<file path="src/rtl/button_events_if.sv">
// Button level in, single-cycle button events out; one bundle per button.
// The release/repeat events carry an _evt suffix because the bare names are SV keywords.
interface button_events_if;
    logic btn;
    logic press;
    logic release_evt;
    logic click;
    logic long_press;
    logic repeat_evt;
    logic held;

    modport master (
        output btn,
        input  press, release_evt, click, long_press, repeat_evt, held
    );

    modport slave (
        input  btn,
        output press, release_evt, click, long_press, repeat_evt, held
    );
endinterface

</file>
<file path="src/rtl/button_events.sv">
// Turns a debounced button level into press/release/click/long-press/auto-repeat pulses.
// Latency: 1 cycle from btn sampled to registered event; all outputs registered.
// Backpressure: none, events are fire-and-forget single-cycle pulses.
module button_events #(
    parameter int unsigned CLK_FREQ_KHZ = 100_000,
    parameter int unsigned LONG_MS      = 1000,
    parameter int unsigned REPEAT_MS    = 200
) (
    input  logic             clk,
    input  logic             rst_n,
    button_events_if.slave   bif
);
    localparam logic [31:0] LONG_CYC   = 32'(CLK_FREQ_KHZ * LONG_MS);
    localparam logic [31:0] REPEAT_CYC = 32'(CLK_FREQ_KHZ * REPEAT_MS);

    typedef enum logic [1:0] {
        ST_IDLE   = 2'd0,
        ST_HELD   = 2'd1,
        ST_REPEAT = 2'd2
    } state_t;

    state_t      state, state_nxt;
    logic        btn_q;
    logic [31:0] cnt, cnt_nxt;
    logic        rise, fall;
    logic        press_nxt, release_nxt, click_nxt, long_nxt, repeat_nxt;

    assign rise = bif.btn & ~btn_q;
    assign fall = ~bif.btn & btn_q;

    always_ff @(posedge clk or negedge rst_n) begin
        if (!rst_n) begin
            state           <= ST_IDLE;
            btn_q           <= 1'b0;
            cnt             <= '0;
            bif.press       <= 1'b0;
            bif.release_evt <= 1'b0;
            bif.click       <= 1'b0;
            bif.long_press  <= 1'b0;
            bif.repeat_evt  <= 1'b0;
            bif.held        <= 1'b0;
        end else begin
            state           <= state_nxt;
            btn_q           <= bif.btn;
            cnt             <= cnt_nxt;
            bif.press       <= press_nxt;
            bif.release_evt <= release_nxt;
            bif.click       <= click_nxt;
            bif.long_press  <= long_nxt;
            bif.repeat_evt  <= repeat_nxt;
            bif.held        <= (state_nxt != ST_IDLE);
        end
    end

    always_comb begin
        state_nxt   = state;
        cnt_nxt     = cnt;
        press_nxt   = 1'b0;
        release_nxt = 1'b0;
        click_nxt   = 1'b0;
        long_nxt    = 1'b0;
        repeat_nxt  = 1'b0;

        case (state)
            ST_IDLE: begin
                if (rise) begin
                    state_nxt = ST_HELD;
                    cnt_nxt   = '0;
                    press_nxt = 1'b1;
                end
            end
            ST_HELD: begin
                cnt_nxt = cnt + 32'd1;
                // A release on the threshold cycle still counts as a click.
                if (fall) begin
                    state_nxt   = ST_IDLE;
                    release_nxt = 1'b1;
                    click_nxt   = 1'b1;
                end else if (cnt == LONG_CYC - 32'd1) begin
                    state_nxt = ST_REPEAT;
                    cnt_nxt   = '0;
                    long_nxt  = 1'b1;
                end
            end
            ST_REPEAT: begin
                if (fall) begin
                    state_nxt   = ST_IDLE;
                    release_nxt = 1'b1;
                end else if ((REPEAT_CYC != 32'd0) && (cnt == REPEAT_CYC - 32'd1)) begin
                    repeat_nxt = 1'b1;
                    cnt_nxt    = '0;
                end else if (cnt != 32'hFFFF_FFFF) begin
                    // With repeat disabled this saturates instead of wrapping.
                    cnt_nxt = cnt + 32'd1;
                end
            end
            default: begin
                state_nxt = ST_IDLE;
                cnt_nxt   = '0;
            end
        endcase
    end
endmodule

</file>
<file path="src/flat_wrapper.sv">
// flat-port wrapper written by rule: the top's interface ports become plain ports
module button_events_flat 
#(
    parameter int unsigned CLK_FREQ_KHZ = 100_000,
    parameter int unsigned LONG_MS      = 1000,
    parameter int unsigned REPEAT_MS    = 200
)
  (clk, rst_n, bif_btn, bif_press, bif_release_evt, bif_click, bif_long_press, bif_repeat_evt, bif_held);
  button_events_if bif_i ();
  input  logic clk;
  input  logic rst_n;
  input wire logic [$bits(bif_i.btn)-1:0] bif_btn;
  output wire logic [$bits(bif_i.press)-1:0] bif_press;
  output wire logic [$bits(bif_i.release_evt)-1:0] bif_release_evt;
  output wire logic [$bits(bif_i.click)-1:0] bif_click;
  output wire logic [$bits(bif_i.long_press)-1:0] bif_long_press;
  output wire logic [$bits(bif_i.repeat_evt)-1:0] bif_repeat_evt;
  output wire logic [$bits(bif_i.held)-1:0] bif_held;
  assign bif_i.btn = bif_btn;
  assign bif_press = bif_i.press;
  assign bif_release_evt = bif_i.release_evt;
  assign bif_click = bif_i.click;
  assign bif_long_press = bif_i.long_press;
  assign bif_repeat_evt = bif_i.repeat_evt;
  assign bif_held = bif_i.held;
  button_events #(.CLK_FREQ_KHZ(CLK_FREQ_KHZ), .LONG_MS(LONG_MS), .REPEAT_MS(REPEAT_MS)) u_core (.clk(clk), .rst_n(rst_n), .bif(bif_i));
endmodule
</file>
<file path="config.mk">
export PLATFORM = sky130hd
export DESIGN_NAME = button_events_flat
export DESIGN_NICKNAME = d
export VERILOG_FILES = /design/src/rtl/button_events_if.sv /design/src/rtl/button_events.sv /design/src/flat_wrapper.sv
export SDC_FILE = /design/constraint.sdc
export NUM_CORES = 1
export LEC_CHECK = 0
export ABC_AREA = 1
export CAP_MARGIN = 10
export CORE_MARGIN = 1.5
export CORE_UTILIZATION = 46
export CTS_CLUSTER_DIAMETER = 100
export CTS_CLUSTER_SIZE = 28
export DETAILED_ROUTE_END_ITERATION = 8
export DONT_BUFFER_PORTS = 1
export GPL_TIMING_DRIVEN = 0
export RECOVER_POWER = 100
export SLEW_MARGIN = 0
export SYNTH_ARGS = -nofsm -noshare
export SYNTH_HDL_FRONTEND = slang
export SYNTH_SLANG_ARGS = --single-unit
</file>
<file path="constraint.sdc">
create_clock -name clk -period 5.4 [get_ports clk]
set_input_delay 0.81 -clock clk [delete_from_list [all_inputs] [get_ports clk]]
set_output_delay 0.81 -clock clk [all_outputs]
set_load 0.02 [all_outputs]
</file>
==> results.tsv <==
stage	metric	value	unit
placed_design	HPWL after detailed placement	6950	um
clock_tree	Worst-path clk slew	0.08	ns
finish	FF/Latch Area	0.00103	mm^2
route	via-per-instance ratio	5.30	
outcome	violated checks	design-rule violations	
yosys	sequential share of the synthesized area	33.1	%
timing	pins over their slew limit	0	
yosys	synthesized area	0.00310	mm^2
worst_setup_path	CP arrival	3.17	ns
placed_design	gpl congestion	0.993	
die	Core Region	0.00642	mm^2
yosys	Synth Flop Type	dfrtp_1	
clock_tree	Num CTS Buffers	5	
timing	final worst path period share	55.2	%
global_route	first-pass GRT wire length	14600	um
timing	WHS	0.193	ns
clock_tree	Worst-Skew Late Latency	0.30	ns
clock_tree	CTS H-Tree Depth	2	
worst_setup_path	worst reg2reg endpoint	u_core.cnt[3]$_DFFE_PN0P_	
worst_setup_path	R2R Path Start	u_core.cnt[0]$_DFFE_PN0P_	
worst_setup_path	Reg2Reg Setup Slack	2.42	ns
pwr	Max IR drop VDD	0.147	mV
clock_tree	hold buffers post-CTS	0	
route	Vias	3087	
yosys	Syn Area/Cell	6.22	um^2
timing	Fmax	0.336	GHz
yosys	Yosys top cell area share	33.1	%
global_route	Total GRT Usage	26.1	%
route	DRT Wirelength	9020	um
timing	Slew HR	57.6	%
placed_design	buffers added on ports	0	
timing	Hold Vio Cnt, Final	0	
timing	final worst slack	2.42	ns
worst_setup_path	Worst setup EP type	register	
timing	RSZ-0062 raised after global routing	no	
job	max cap viols	0	
die	chip width	85.1	um
yosys	Cells after Synth	498	
timing	Final setup viols	0	
global_route	gr ovfl total	0	
route	wire length per cell	15.5	um
clock_tree	Root Driver	clkbuf_8	
worst_setup_path	crit path max fanout	10	
clock_tree	post_cts resized	0	
timing	Worst Skew	0.00566	ns
route	drt first-iter violations	319	
yosys	dominant cell by count in the synthesized netlist	nand2_1	
finish	Fillers	683	
clock_tree	Post-CTS Repair Setup Buffers	0	
finish	Antenna Cells	0	
hold_path	Worst Hold Class	input port to async pin	
finish	synthesis-to-finish area growth	3.92	%
die	number of core rows	29	
finish	end-of-flow core utilization	50.1	%
placed_design	Worst Setup Slack post-DPL	3.29	ns
finish	nets@finish	513	
global_route	initial antenna violation count	0	
yosys	synth top area cells	dfrtp_1, nand2_1, nor2_1, inv_1, nand3_1	
die	Starting Density	48.3	%
timing	Worst Tran Pin Value	0.636	ns
route	first-pass detailed-route iteration total	7	
die	IO Pins	9	
yosys	Synth Register Bits	41	
pwr	Pleak	1.47	nW
yosys	leading area contributor after synthesis	dfrtp_1	
worst_setup_path	CP Class	register to register	
yosys	most instantiated cells after synthesis	nand2_1, nor2_1, inv_1	
global_route	largest net degree at the start of global routing	42	
yosys	post-synthesis cell type count	28	
yosys	Post-synth EDFFs	0	
timing	Fin Setup TNS	0	ns
yosys	syn nets	506	
die	die area	0.00724	mm^2
yosys	Ys Warns	0	
global_route	vias in the first global route	2814	
worst_setup_path	critical path launch point type	register	
clock_tree	CTS tree	done	
finish	share of layout cells above drive strength 1	4.74	%
clock_tree	clock tree buffer depth	2	
pwr	pwr/cell area	246	mW/mm^2
finish	multi-input logic area	0.00172	mm^2
outcome	status	finished, violations left	
yosys	post-synthesis async set-or-reset flop share	100	%
route	Final ANT Viol Nets	0	
worst_setup_path	Reg2Reg Depth	12	
route	residual DRC count	2	
clock_tree	clk sinks	41	
die	Die Y	85.1	um
timing	Tmin final	2.98	ns
worst_setup_path	CP required	5.59	ns
[layout make-up]
type | instances | share of cell area, %
Clock inverter | 2 | 0.311
Tap cell | 77 | 2.99
Clock buffer | 6 | 2.25
Sequential cell | 41 | 31.9
Inverter | 61 | 7.11
Buffer | 14 | 1.94
Multi-Input combinational cell | 382 | 53.5
[critical path, cell delays in order, from the launching register on]
cell      delay, ns
dfrtp_1        0.41
ha_1           0.32
nand2_2        0.09
nor2_1         0.31
nand2_1        0.27
nor2_1         0.25
nand3_4        0.11
nand3_1        0.23
inv_1          0.09
clkbuf_1       0.23
clkbuf_1       0.33
nand4_1        0.16
nand2_1        0.06
[power breakdown]
part	switching (mW)	internal [mW]	leakage [nW]	total (mW)
logic	0.197	0.0538	0.854	0.251
clock network	0.112	0.0898	0.0450	0.201
registers	0.0188	0.321	0.566	0.340
[flip-flops by register name (all words and copies together), names as in the netlist]
| register | flops |
|---|---|
| u_core.bif.held | 1 |
| u_core.bif.press | 1 |
| u_core.btn_q | 1 |
| u_core.state | 2 |
| u_core.bif.click | 1 |
| u_core.bif.long_press | 1 |
| u_core.cnt | 32 |
| u_core.bif.repeat_evt | 1 |
| u_core.bif.release_evt | 1 |
[metal layers]
| layer | wire length [um] | track usage (%) | vias up |
|---|---|---|---|
| met5 | 0 | 0 | - |
| met4 | 207 | 8.64 | 0 |
| met3 | 472 | 3.60 | 16 |
| met2 | 3950 | 40.4 | 101 |
| met1 | 4380 | 37.7 | 1405 |
| li1 | - | - | 1565 |
[per-stage QoR]
step	power (mW)	cells	instance area [um^2]
floorplan	0.527	498	3100
global placement	0.608	575	3200
detailed placement	0.610	575	3200
CTS	0.812	583	3280
global route	0.833	583	3220
finish	0.792	583	3220
[placed cells by master, fill, tap and decap left out, drive strengths merged]
cell type	synthesis	routed
buf	10	5
xor2	7	7
o21ai	17	17
inv	61	61
nand3	46	46
xnor2	2	2
clkbuf	4	15
o31ai	1	1
nor4	1	1
a21oi	15	15
dfrtp	41	41
nand2	191	191
nor2	77	77
o221ai	1	1
or2	1	1
nand4	15	15
clkinv	0	2
ha	5	5
nor3	3	3
[cell families (layout without fill, tap and decap cells)]
group                    count (synthesis)  count (layout)  share of synthesized area, %
buffers and inverters                   75              83                          10.0
AO/OA/AOI/OAI                           34              34                          5.93
AND/OR/NAND/NOR                        334             334                          46.4
adder cells (fa/ha/maj)                  5               5                          2.02
XOR/XNOR                                 9               9                          2.54
flip-flops                              41              41                          33.1
[worst max path at each step]
stage	from	end	slack [ns]	cells after the start
after floorplan	u_core.cnt[0]$_DFFE_PN0P_	u_core.cnt[24]$_DFFE_PN0P_	3.64	12
after global placement	u_core.cnt[0]$_DFFE_PN0P_	u_core.cnt[31]$_DFFE_PN0P_	3.29	11
after detailed placement	u_core.cnt[0]$_DFFE_PN0P_	u_core.cnt[3]$_DFFE_PN0P_	3.29	11
after CTS	u_core.cnt[0]$_DFFE_PN0P_	u_core.cnt[18]$_DFFE_PN0P_	3.27	11
after global routing	u_core.cnt[0]$_DFFE_PN0P_	u_core.cnt[3]$_DFFE_PN0P_	2.17	12
final	u_core.cnt[0]$_DFFE_PN0P_	u_core.cnt[3]$_DFFE_PN0P_	2.42	12
Note: power is estimated with default switching activity, not from simulation.
